<file path="src/rtl/div_issue_ctrl.sv">
// rtl/div_issue_ctrl.sv - request/response sequencer in front of the iterative 32-bit signed divider
// Optional feature macro: DIV_ZERO_BYPASS_EN (answer zero-divisor requests without starting the divider)
module div_issue_ctrl #(
   parameter int TAG_W   = 4,
   parameter int MIN_LAT = 33,
   parameter int TIMEOUT = 64
) (
   input  logic             i_clk,
   input  logic             i_reset_n,
   input  logic             i_req_valid,
   output logic             o_req_ready,
   input  logic [31:0]      i_req_dividend,
   input  logic [31:0]      i_req_divisor,
   input  logic [TAG_W-1:0] i_req_tag,
   output logic             o_resp_valid,
   input  logic             i_resp_ready,
   output logic [31:0]      o_resp_quotient,
   output logic             o_resp_exception,
   output logic             o_resp_timeout,
   output logic [TAG_W-1:0] o_resp_tag,
   output logic [31:0]      o_div_dividend,
   output logic [31:0]      o_div_divisor,
   output logic             o_ctrl_div,
   input  logic [31:0]      i_div_result,
   input  logic             i_div_ready,
   input  logic             i_div_exception,
   output logic             o_busy
);

   localparam logic [1:0] S_IDLE  = 2'd0;
   localparam logic [1:0] S_START = 2'd1;
   localparam logic [1:0] S_WAIT  = 2'd2;
   localparam logic [1:0] S_RESP  = 2'd3;

   localparam logic [5:0] C_MIN_CNT = 6'(MIN_LAT - 1);
   localparam logic [5:0] C_TMO_CNT = 6'(TIMEOUT - 1);
   localparam logic [5:0] C_CNT_MAX = 6'h3f;

   logic [1:0]       r_state;
   logic [5:0]       r_cnt;
   logic [31:0]      r_dividend;
   logic [31:0]      r_divisor;
   logic [TAG_W-1:0] r_tag;
   logic [31:0]      r_quot;
   logic             r_exc;
   logic             r_tmo;

   logic [1:0]       w_state_nxt;
   logic             w_req_ready;
   logic             w_accept;
   logic             w_bypass;
   logic             w_ready_hit;
   logic             w_timeout_hit;

   // Held low during reset so every output reads 0 while reset_n is asserted.
   assign w_req_ready = i_reset_n &&
                        ((r_state == S_IDLE) || ((r_state == S_RESP) && i_resp_ready));
   assign w_accept    = i_req_valid && w_req_ready;

   // Ready before MIN_LAT-1 may be left over from the previous op, so it is masked.
   assign w_ready_hit   = (r_state == S_WAIT) && (r_cnt >= C_MIN_CNT) && i_div_ready;
   assign w_timeout_hit = (r_state == S_WAIT) && (r_cnt == C_TMO_CNT);

   always_comb begin
      w_bypass = 1'b0;
`ifdef DIV_ZERO_BYPASS_EN
      w_bypass = (i_req_divisor == 32'd0);
`else
      w_bypass = 1'b0;
`endif
   end

   always_comb begin
      w_state_nxt = r_state;
      case (r_state)
         S_IDLE: begin
            if (i_req_valid) begin
               w_state_nxt = w_bypass ? S_RESP : S_START;
            end
         end
         S_START: begin
            w_state_nxt = S_WAIT;
         end
         S_WAIT: begin
            if (w_ready_hit || w_timeout_hit) begin
               w_state_nxt = S_RESP;
            end
         end
         S_RESP: begin
            if (i_resp_ready) begin
               if (i_req_valid) begin
                  w_state_nxt = w_bypass ? S_RESP : S_START;
               end else begin
                  w_state_nxt = S_IDLE;
               end
            end
         end
         default: begin
            w_state_nxt = S_IDLE;
         end
      endcase
   end

   always_ff @(posedge i_clk or negedge i_reset_n) begin
      if (!i_reset_n) begin
         r_state    <= S_IDLE;
         r_cnt      <= 6'd0;
         r_dividend <= 32'd0;
         r_divisor  <= 32'd0;
         r_tag      <= '0;
         r_quot     <= 32'd0;
         r_exc      <= 1'b0;
         r_tmo      <= 1'b0;
      end else begin
         r_state <= w_state_nxt;

         if (w_accept) begin
            r_dividend <= i_req_dividend;
            r_divisor  <= i_req_divisor;
            r_tag      <= i_req_tag;
            if (w_bypass) begin
               r_quot <= 32'd0;
               r_exc  <= 1'b1;
               r_tmo  <= 1'b0;
            end
         end

         if (r_state == S_START) begin
            r_cnt <= 6'd0;
         end else if (r_state == S_WAIT) begin
            if (r_cnt != C_CNT_MAX) begin
               r_cnt <= r_cnt + 6'd1;
            end
            // A genuine ready wins over a timeout landing on the same cycle.
            if (w_ready_hit) begin
               r_quot <= i_div_result;
               r_exc  <= i_div_exception;
               r_tmo  <= 1'b0;
            end else if (w_timeout_hit) begin
               r_quot <= 32'd0;
               r_exc  <= 1'b0;
               r_tmo  <= 1'b1;
            end
         end
      end
   end

   assign o_req_ready      = w_req_ready;
   assign o_resp_valid     = (r_state == S_RESP);
   assign o_resp_quotient  = r_quot;
   assign o_resp_exception = r_exc;
   assign o_resp_timeout   = r_tmo;
   assign o_resp_tag       = r_tag;
   assign o_div_dividend   = r_dividend;
   assign o_div_divisor    = r_divisor;
   assign o_ctrl_div       = (r_state == S_START);
   assign o_busy           = (r_state != S_IDLE);

endmodule
</file>
<file path="config.mk">
export PLATFORM = sky130hd
export DESIGN_NAME = div_issue_ctrl
export DESIGN_NICKNAME = d
export VERILOG_FILES = /design/src/rtl/div_issue_ctrl.sv
export SDC_FILE = /design/constraint.sdc
export NUM_CORES = 1
export LEC_CHECK = 0
export BUFFER_PORTS_ARGS = -buffer_cell sky130_fd_sc_hd__buf_2
export CAP_MARGIN = 10
export CORE_MARGIN = 4
export CORE_UTILIZATION = 40
export CTS_CLUSTER_SIZE = 14
export DETAILED_ROUTE_END_ITERATION = 7
export PLACE_DENSITY = 0.73
export SKIP_CTS_REPAIR_TIMING = 1
export SLEW_MARGIN = 30
export SYNTH_ARGS = -nofsm -noshare
export SYNTH_HDL_FRONTEND = slang
export SYNTH_SLANG_ARGS = --single-unit
</file>
<file path="constraint.sdc">
create_clock -name i_clk -period 1.9 [get_ports i_clk]
set_clock_uncertainty 0.15 [all_clocks]
set_input_delay 0.38 -clock i_clk [delete_from_list [all_inputs] [get_ports i_clk]]
set_output_delay 0.38 -clock i_clk [all_outputs]
set_load 0.05 [all_outputs]
</file>
# Word level (Yosys, flattened, before mapping)
# Index checks and enable logic that the tools add are counted.
[classes] bitwise=1 magnitude_cmp=1 n_addsub=1 n_reduce_logical=16 mux=14 eq_ne=8
[op_table] op="$mux W32" count=2
[op_table] op="$mux W6" count=3
[op_table] op="$pmux W2 S4" count=1
[op_table] op="$reduce_bool A2 Y1" count=4
[op_table] op="$add A6 B1 Y6 const B" count=1
[op_table] op="$eq A6 B6 Y1 const B" count=1
[op_table] op="$ge A6 B6 Y1 const B" count=1
[op_table] op="$logic_and A1 B1 Y1" count=6
[op_table] op="$mux W2" count=3
[op_table] op="$ne A6 B6 Y1 const B" count=1
[op_table] op="$reduce_and A3 Y1" count=2
[op_table] op="$mux W1" count=5
[op_table] op="$eq A2 B2 Y1 const B" count=2
[op_table] op="$ne A2 B1 Y1 const B" count=2
[op_table] op="$eq A2 B1 Y1 const B" count=1
[op_table] op="$logic_not A2 Y1" count=1
[op_table] op="$logic_or A1 B1 Y1" count=2
[op_table] op="$ne A2 B2 Y1 const B" count=1
[op_table] op="$reduce_and A2 Y1" count=1
[op_table] op="$not A1 Y1" count=1
[totals] out_inout_bits=106 elab_cells=49 ff_bits=110

# Depth between registers and ports, before layout
# Gate-level depths: netlist (run 1).
[logic_depth] word_depth=6 ltp_mapped=8 mapped_depth_nobuf=6

# Worst setup path after synthesis (run 1)
# No wires, ideal clock.
[synth_timing] kind="flip-flop to flip-flop" startpoint="register r_state[0]" endpoint="register r_dividend[23], in the netlist o_div_dividend[23]" n_path_buf=2 setup_time_ns=0.125 stages_incl_launch_ff=8 t_arrival_ns=2.591 setup_slack_ns=-0.966 required_ns=1.625 path_cell_list="dfrtp_1 > ha_1 > a21oi_1 > nor2b_1 > nand2_1 > buf_6 > buf_6 > mux2_2"
[synth_via] elab_chain_cells=5
[synth_rtl] element="start, declared" line_no="39" rtl="logic [1:0] r_state;"
[synth_rtl] element="start signal, assigned" line_no="115" rtl="r_state <= w_state_nxt;"
[synth_rtl] element="$eq A2 B2 Y1"
[synth_rtl] element="via o_resp_valid" line_no="15" rtl="output logic o_resp_valid,"
[synth_rtl] element="$logic_and A1 B1 Y1" line_no="57" rtl="((r_state == S_IDLE) || ((r_state == S_RESP) && i_resp_ready));"
[synth_rtl] element="$logic_or A1 B1 Y1" line_no="57"
[synth_rtl] element="$logic_and A1 B1 Y1" line_no="56" rtl="assign w_req_ready = i_reset_n &&"
[synth_rtl] element="via o_req_ready" line_no="11" rtl="output logic o_req_ready,"
[synth_rtl] element="$logic_and A1 B1 Y1" line_no="58" rtl="assign w_accept = i_req_valid && w_req_ready;"
[synth_rtl] element="end signal, assigned" line_no="118" rtl="r_dividend <= i_req_dividend;"
[synth_rtl] element="end, declared" line_no="41" rtl="logic [31:0] r_dividend;"
# The timed path passes the listed nets, and every way through them passes these cells.
# A chain may end at the register's enable or synchronous reset.

# Worst setup path in the final report (run 1)
[layout_timing] startpoint="register r_state[1]" endpoint="output o_ctrl_div"
[layout_via] elab_chain_cells=1
[layout_rtl] element="$eq A2 B1 Y1" line_no="156" rtl="assign o_ctrl_div = (r_state == S_START);"
[layout_rtl] element="end, declared" line_no="23" rtl="output logic o_ctrl_div,"
# No other way between the ends.

==> results of run 1 <==
[cell type report]
cell class	count	area (sq um)
Fill cell	935	4748
Sequential cell	110	2754
Multi-Input combinational cell	215	1597
Timing Repair Buffer	234	1386
Tap cell	140	175.2
Clock buffer	9	123.9
Clock inverter	7	73.82
Inverter	8	30.03
[cells by family (layout without fill, tap and decap cells)]
group | count (synthesis) | count (layout) | share of synthesized area
mux | 69 | 69 | 0.1731
flops | 110 | 110 | 0.6144
fa+ha+maj | 7 | 7 | 0.01955
compound gates | 22 | 22 | 0.03686
simple gates | 117 | 117 | 0.1165
buf+inv | 25 | 258 | 0.03965
[worst max-delay path: stages (launching register included)]
cell,delay (ns)
dfrtp_2,0.43
inv_2,0.05
buf_4,0.14
ha_4,0.17
buf_12,0.13
buf_12,0.14
[power groups by stage]
stage,logic [mW],clock network [mW],registers (mW)
finish,5.90,1.41,3.61
global placement,5.70,0,3.62
detailed placement,5.84,0,3.67
floorplan,1.50,0,6.39
global route,6.18,1.57,3.72
CTS,5.84,1.47,3.62
[sequential cells by signal (all words and copies together) (netlist names)]
register          flops
o_div_dividend       32
o_resp_quotient      32
o_resp_exception      1
o_resp_tag            4
o_resp_timeout        1
o_div_divisor        32
r_state               2
r_cnt                 6
[cell usage in the layout (no fill, tap or decap), drive strengths merged, types with 2 or more instances in the layout]
master | synthesis | final
a21oi | 4 | 4
nand3 | 35 | 35
nor2 | 3 | 3
ha | 7 | 7
clkbuf | 1 | 11
mux2 | 68 | 68
a211oi | 4 | 4
o21ai | 5 | 5
nand2 | 71 | 71
buf | 16 | 231
nand2b | 2 | 2
clkinv | 0 | 4
inv | 8 | 9
dfrtp | 110 | 110
[per-stage QoR]
step / power, mW / utilization / hold WS [ns]
finish: 10.93 / 0.5639 / 0.08130
global route: 11.47 / 0.5639 / 0.05579
CTS: 10.93 / 0.5523 / -0.01421
detailed placement: 9.501 / 0.5341 / 0.3019
global placement: 9.320 / 0.5341 / 0.2960
floorplan: 7.889 / - / -0.06559
[path summary, 6_finish.rpt]
kind                                             to  slack, ns  depth (start not counted)
worst max-delay path                     o_ctrl_div      -0.05                          5
worst min-delay path            o_resp_quotient[22]       0.08                          3
worst max register to register  o_resp_quotient[13]      -0.04                          9
worst min register to register  o_resp_quotient[26]       0.32                          2
max in group asynchronous                r_state[1]       0.60                          3
min in group asynchronous                  r_cnt[2]       0.57                          3
[layer usage]
layer / up-vias / track usage
met2: 166 / 0.2835
li1: 1656 / -
met5: - / 0
met3: 13 / 0.04934
met1: 1696 / 0.2166
met4: 0 / 0.04830
==> impl_metrics.tcl, run 1 <==
set metrics [dict create \
    cts_tree "done" \
    grt_max_degree 111 \
    fin_ws_ns -0.05347 \
    ys_types 32 \
    outcome "complete, but fails checks" \
    hold_viol_final 0 \
    num-nets-final 691 \
    worstPathRequired_ns 1.37 \
    ir_drop_uv 1270 \
    relSlewSlack 0.6179 \
    p_clk_frac 0.129 \
    die_x_microns 113.8 \
    dieArea_sq_mm 0.01296 \
    fmax_mhz 511.9 \
    die_h_microns 113.8 \
    synth-edff-count 0 \
    pre_cts_ws_ns -0.06611 \
    fin_setup_tns_ns -1.324 \
    grt_overflow 0 \
    yosys_warnings 0 \
    seqPwrFrac 0.330 \
    grt.total_usage 0.1700 \
    finalSetupViolCount 64 \
    async_flop_share 1.000 \
    r2r_start "r_state[0]" \
    wire_per_inst_microns 15.98 \
    dr_total_vias 3531 \
    cts_root_buffer "clkbuf_8" \
    cp-end-kind "output pin" \
    path_clk_slew_ns 0.10 \
    fin_crit_ns 1.953 \
    yosysMostFrequentCell "dfrtp_1" \
    core_sq_mm 0.01089 \
    place_congestion 0.7955 \
    worstPathArrival_ns 1.42 \
    switching_share 0.4904 \
    drv_slew 0 \
    p_sw_mw 5.360 \
    ys.flop_type "dfrtp_1" \
    drtAntennaViolNets 0 \
    synth-seq-area-share 0.6144 \
    rows 38 \
    worst_setup_path_start_kind "flop" \
    synth-seq-cells 110 \
    antenna_found_initial 0 \
    yosys-top-cells-count "dfrtp_1, nand2_1, mux2_2" \
    hold_start "i_div_result[22]" \
    cts_max_path_buffers 2 \
    synth.area.top_cells "dfrtp_1, mux2_2, nand2_1" \
    routed.top_layer "met4" \
    first_global_vias 3547 \
    startpoint "r_state[1]" \
    hold_path_class "input pin to flop" \
    io_pins 212 \
    fin_area_sq_mm 0.006140 \
    drt_iter0_drc 173 \
    synth_top_area_share 0.6144 \
    cts_made_buffers 9 \
    rsz0062_at_grt "yes" \
    antenna_cells 0 \
    critical_path_class "flop to output pin" \
    drc 0 \
    violations "setup timing" \
    syn_to_final_growth_pct 37.03 \
    syn_nets 463 \
    hpwl_microns 8459 \
    period_share 1.028 \
    viasPerCell 4.884 \
    grt_pass1_wl_microns 17640 \
    drt_wl_total_microns 11560 \
    drt_first_pass_iters 5 \
    maxCapViolations 0 \
    p_leak_nw 3.231 \
    clk_latency_ns 0.36 \
    io_buffers 211 \
    synthesis.area_sq_mm 0.004481 \
    cts.htree.levels 3 \
    avgSynthCellArea_sq_um 12.80 \
    power_density_mw_per_mm2 1780 \
    routed-wl-met2_microns 5676 \
    drive_gt1_frac 0.5712 \
    worst_pin_slew_ns 0.5732 \
    combinationalPowerShare 0.540 \
    crit_fanout 4 \
    wl_met3_microns 1088 \
    synth_top_area_cell "dfrtp_1" \
    placed_area_sq_mm 0.005816 \
    power.internal_mw 5.569 \
    stdcell_count 723 \
    dp_cells 703 \
    start_util 0.4115 \
    wl_met1_microns 4687 \
    cts_sinks 110 \
    synthCells 350 \
]
Power figures use the tool's default switching activity.
==> inputs of run 2 (changes only) <==
--- a/config.mk
+++ b/config.mk
@@ -8,10 +8,9 @@
 export BUFFER_PORTS_ARGS = -buffer_cell sky130_fd_sc_hd__buf_2
 export CAP_MARGIN = 10
 export CORE_MARGIN = 4
-export CORE_UTILIZATION = 40
+export CORE_UTILIZATION = 31
 export CTS_CLUSTER_SIZE = 14
 export DETAILED_ROUTE_END_ITERATION = 7
-export PLACE_DENSITY = 0.73
 export SKIP_CTS_REPAIR_TIMING = 1
 export SLEW_MARGIN = 30
 export SYNTH_ARGS = -nofsm -noshare
==> run 2 against run 1 <==
Critical path type unchanged. Register-to-register slack better by 0.10 ns. Global-route usage down 3.6 points. The run ends with hold timing left. Non-clock buffer count up 15. Sequential power about the same. Maximum frequency up 3.3%.
==> impl_metrics.tcl, run 2 (same netlist as run 1, synthesis figures left out) <==
set metrics [dict create \
    syn_to_final_growth_pct 43.87 \
    place_congestion 0.7395 \
    io_buffers 211 \
    ir_drop_uv 907.0 \
    fin_crit_ns 1.890 \
    cp_slowest_cell "dfrtp_2" \
    hold_slack_ns -0.04309 \
    drt_wl_total_microns 11480 \
    io_pins 212 \
    drt_iter0_drc 136 \
    cts.htree.levels 3 \
    maxCapViolations 0 \
    num-nets-final 706 \
    worstPathArrival_ns 1.36 \
    hold_path_class "input pin to asynchronous set/reset pin" \
    rsz0062_at_grt "yes" \
    worstPathRequired_ns 1.37 \
    grt_max_degree 111 \
    cp-end-kind "output pin" \
    rows 43 \
    drc 0 \
    dieArea_sq_mm 0.01644 \
    r2r-end "o_resp_quotient[14]" \
    placed_area_sq_mm 0.005956 \
    relSlewSlack 0.6071 \
    cts_made_buffers 9 \
    wire_per_inst_microns 14.77 \
    crit_chain "inv_2, ha_4, a21oi_4, nor2b_4, buf_8" \
    cts_root_buffer "clkbuf_16" \
    r2r_cells 9 \
    clk_latency_ns 0.34 \
    grt.total_usage 0.1339 \
    p_leak_nw 3.359 \
    worst_setup_path_start_kind "flop" \
    fin_area_sq_mm 0.006446 \
    hold_viol_final 50 \
    num-fill-cells 1317 \
    power_density_mw_per_mm2 1780 \
    finalSetupViolCount 0 \
    worst-path-buf-inv 2 \
    first_global_vias 3569 \
    period_share 0.9949 \
    cts_tree "done" \
    die_h_microns 128.2 \
    r2r_start "r_state[1]" \
    start_util 0.3191 \
    die_x_microns 128.2 \
    core_sq_mm 0.01404 \
    viasPerCell 4.537 \
    fin_setup_tns_ns 0 \
    drive_gt1_frac 0.5879 \
    cts_max_path_buffers 2 \
    antenna_cells 0 \
    crit_fanout 4 \
    violations "hold timing" \
    drtAntennaViolNets 0 \
    grt_pass1_wl_microns 17570 \
    layout_commonest_cell "buf_2" \
    drt_first_pass_iters 4 \
    final-seq-area_sq_mm 0.002755 \
    power_mw 11.48 \
    path_clk_slew_ns 0.07 \
    critical_path.top_delay_family "flip-flops" \
    rrSetupSlack_ns 0.06 \
    grt_overflow 0 \
    critical_path_class "flop to output pin" \
    hpwl_microns 8362 \
    outcome "complete, but fails checks" \
    drv_slew 0 \
    multi_input_area_sq_mm 0.001642 \
    final_cell_mix "buf_2, dfrtp_1, nand2_1" \
    dr_total_vias 3525 \
    antenna_found_initial 0 \
    crit_path_max_incr_delay_ns 0.44 \
    worst_pin_slew_ns 0.5894 \
    fmax_mhz 529.0 \
    cts_sinks 110 \
    fin_util 0.4591 \
]
run 2: routing by layer:
layer,vias to the layer above,GRT usage,share of wire
met2,123,0.2265,0.52
met1,1714,0.1633,0.40
li1,1676,-,-
met5,-,0,0
met3,12,0.04542,0.070
met4,0,0.03620,0.010
run 2: report_power, final:
part           leakage [nW]  internal [mW]  switching (mW)
Combinational          1.87           1.89            4.10
Clock                 0.137           1.01           0.830
Sequential             1.35           3.18           0.458
run 2: worst max-delay path by stage:
stage | cells after the start | end | from
final | 5 | o_req_ready | r_state[0]
after global placement | 8 | o_div_dividend[28] | r_state[1]
after floorplan | 8 | o_div_dividend[23] | r_state[0]
after detailed placement | 8 | o_div_divisor[9] | r_state[0]
after CTS | 5 | o_req_ready | r_state[1]
after global routing | 5 | o_req_ready | r_state[0]
run 2: cell type report:
| type | instances | area share |
|---|---|---|
| inverters | 8 | 0.004658 |
| clock inverters | 6 | 0.009899 |
| repair buffers | 249 | 0.2335 |
| well taps | 180 | 0.03494 |
| clock buffers | 9 | 0.03494 |
| flip-flops and latches | 110 | 0.4274 |
| multi-input cells | 215 | 0.2547 |
run 2: through the flow:
| step | cells | setup WS (ns) |
|---|---|---|
| final | 777 | 0.009692 |
| after CTS | 770 | -0.1646 |
| after detailed placement | 755 | -0.04445 |
| after global routing | 777 | -0.06025 |
| after floorplan | 350 | -0.1262 |
| after global placement | 755 | 0.01923 |
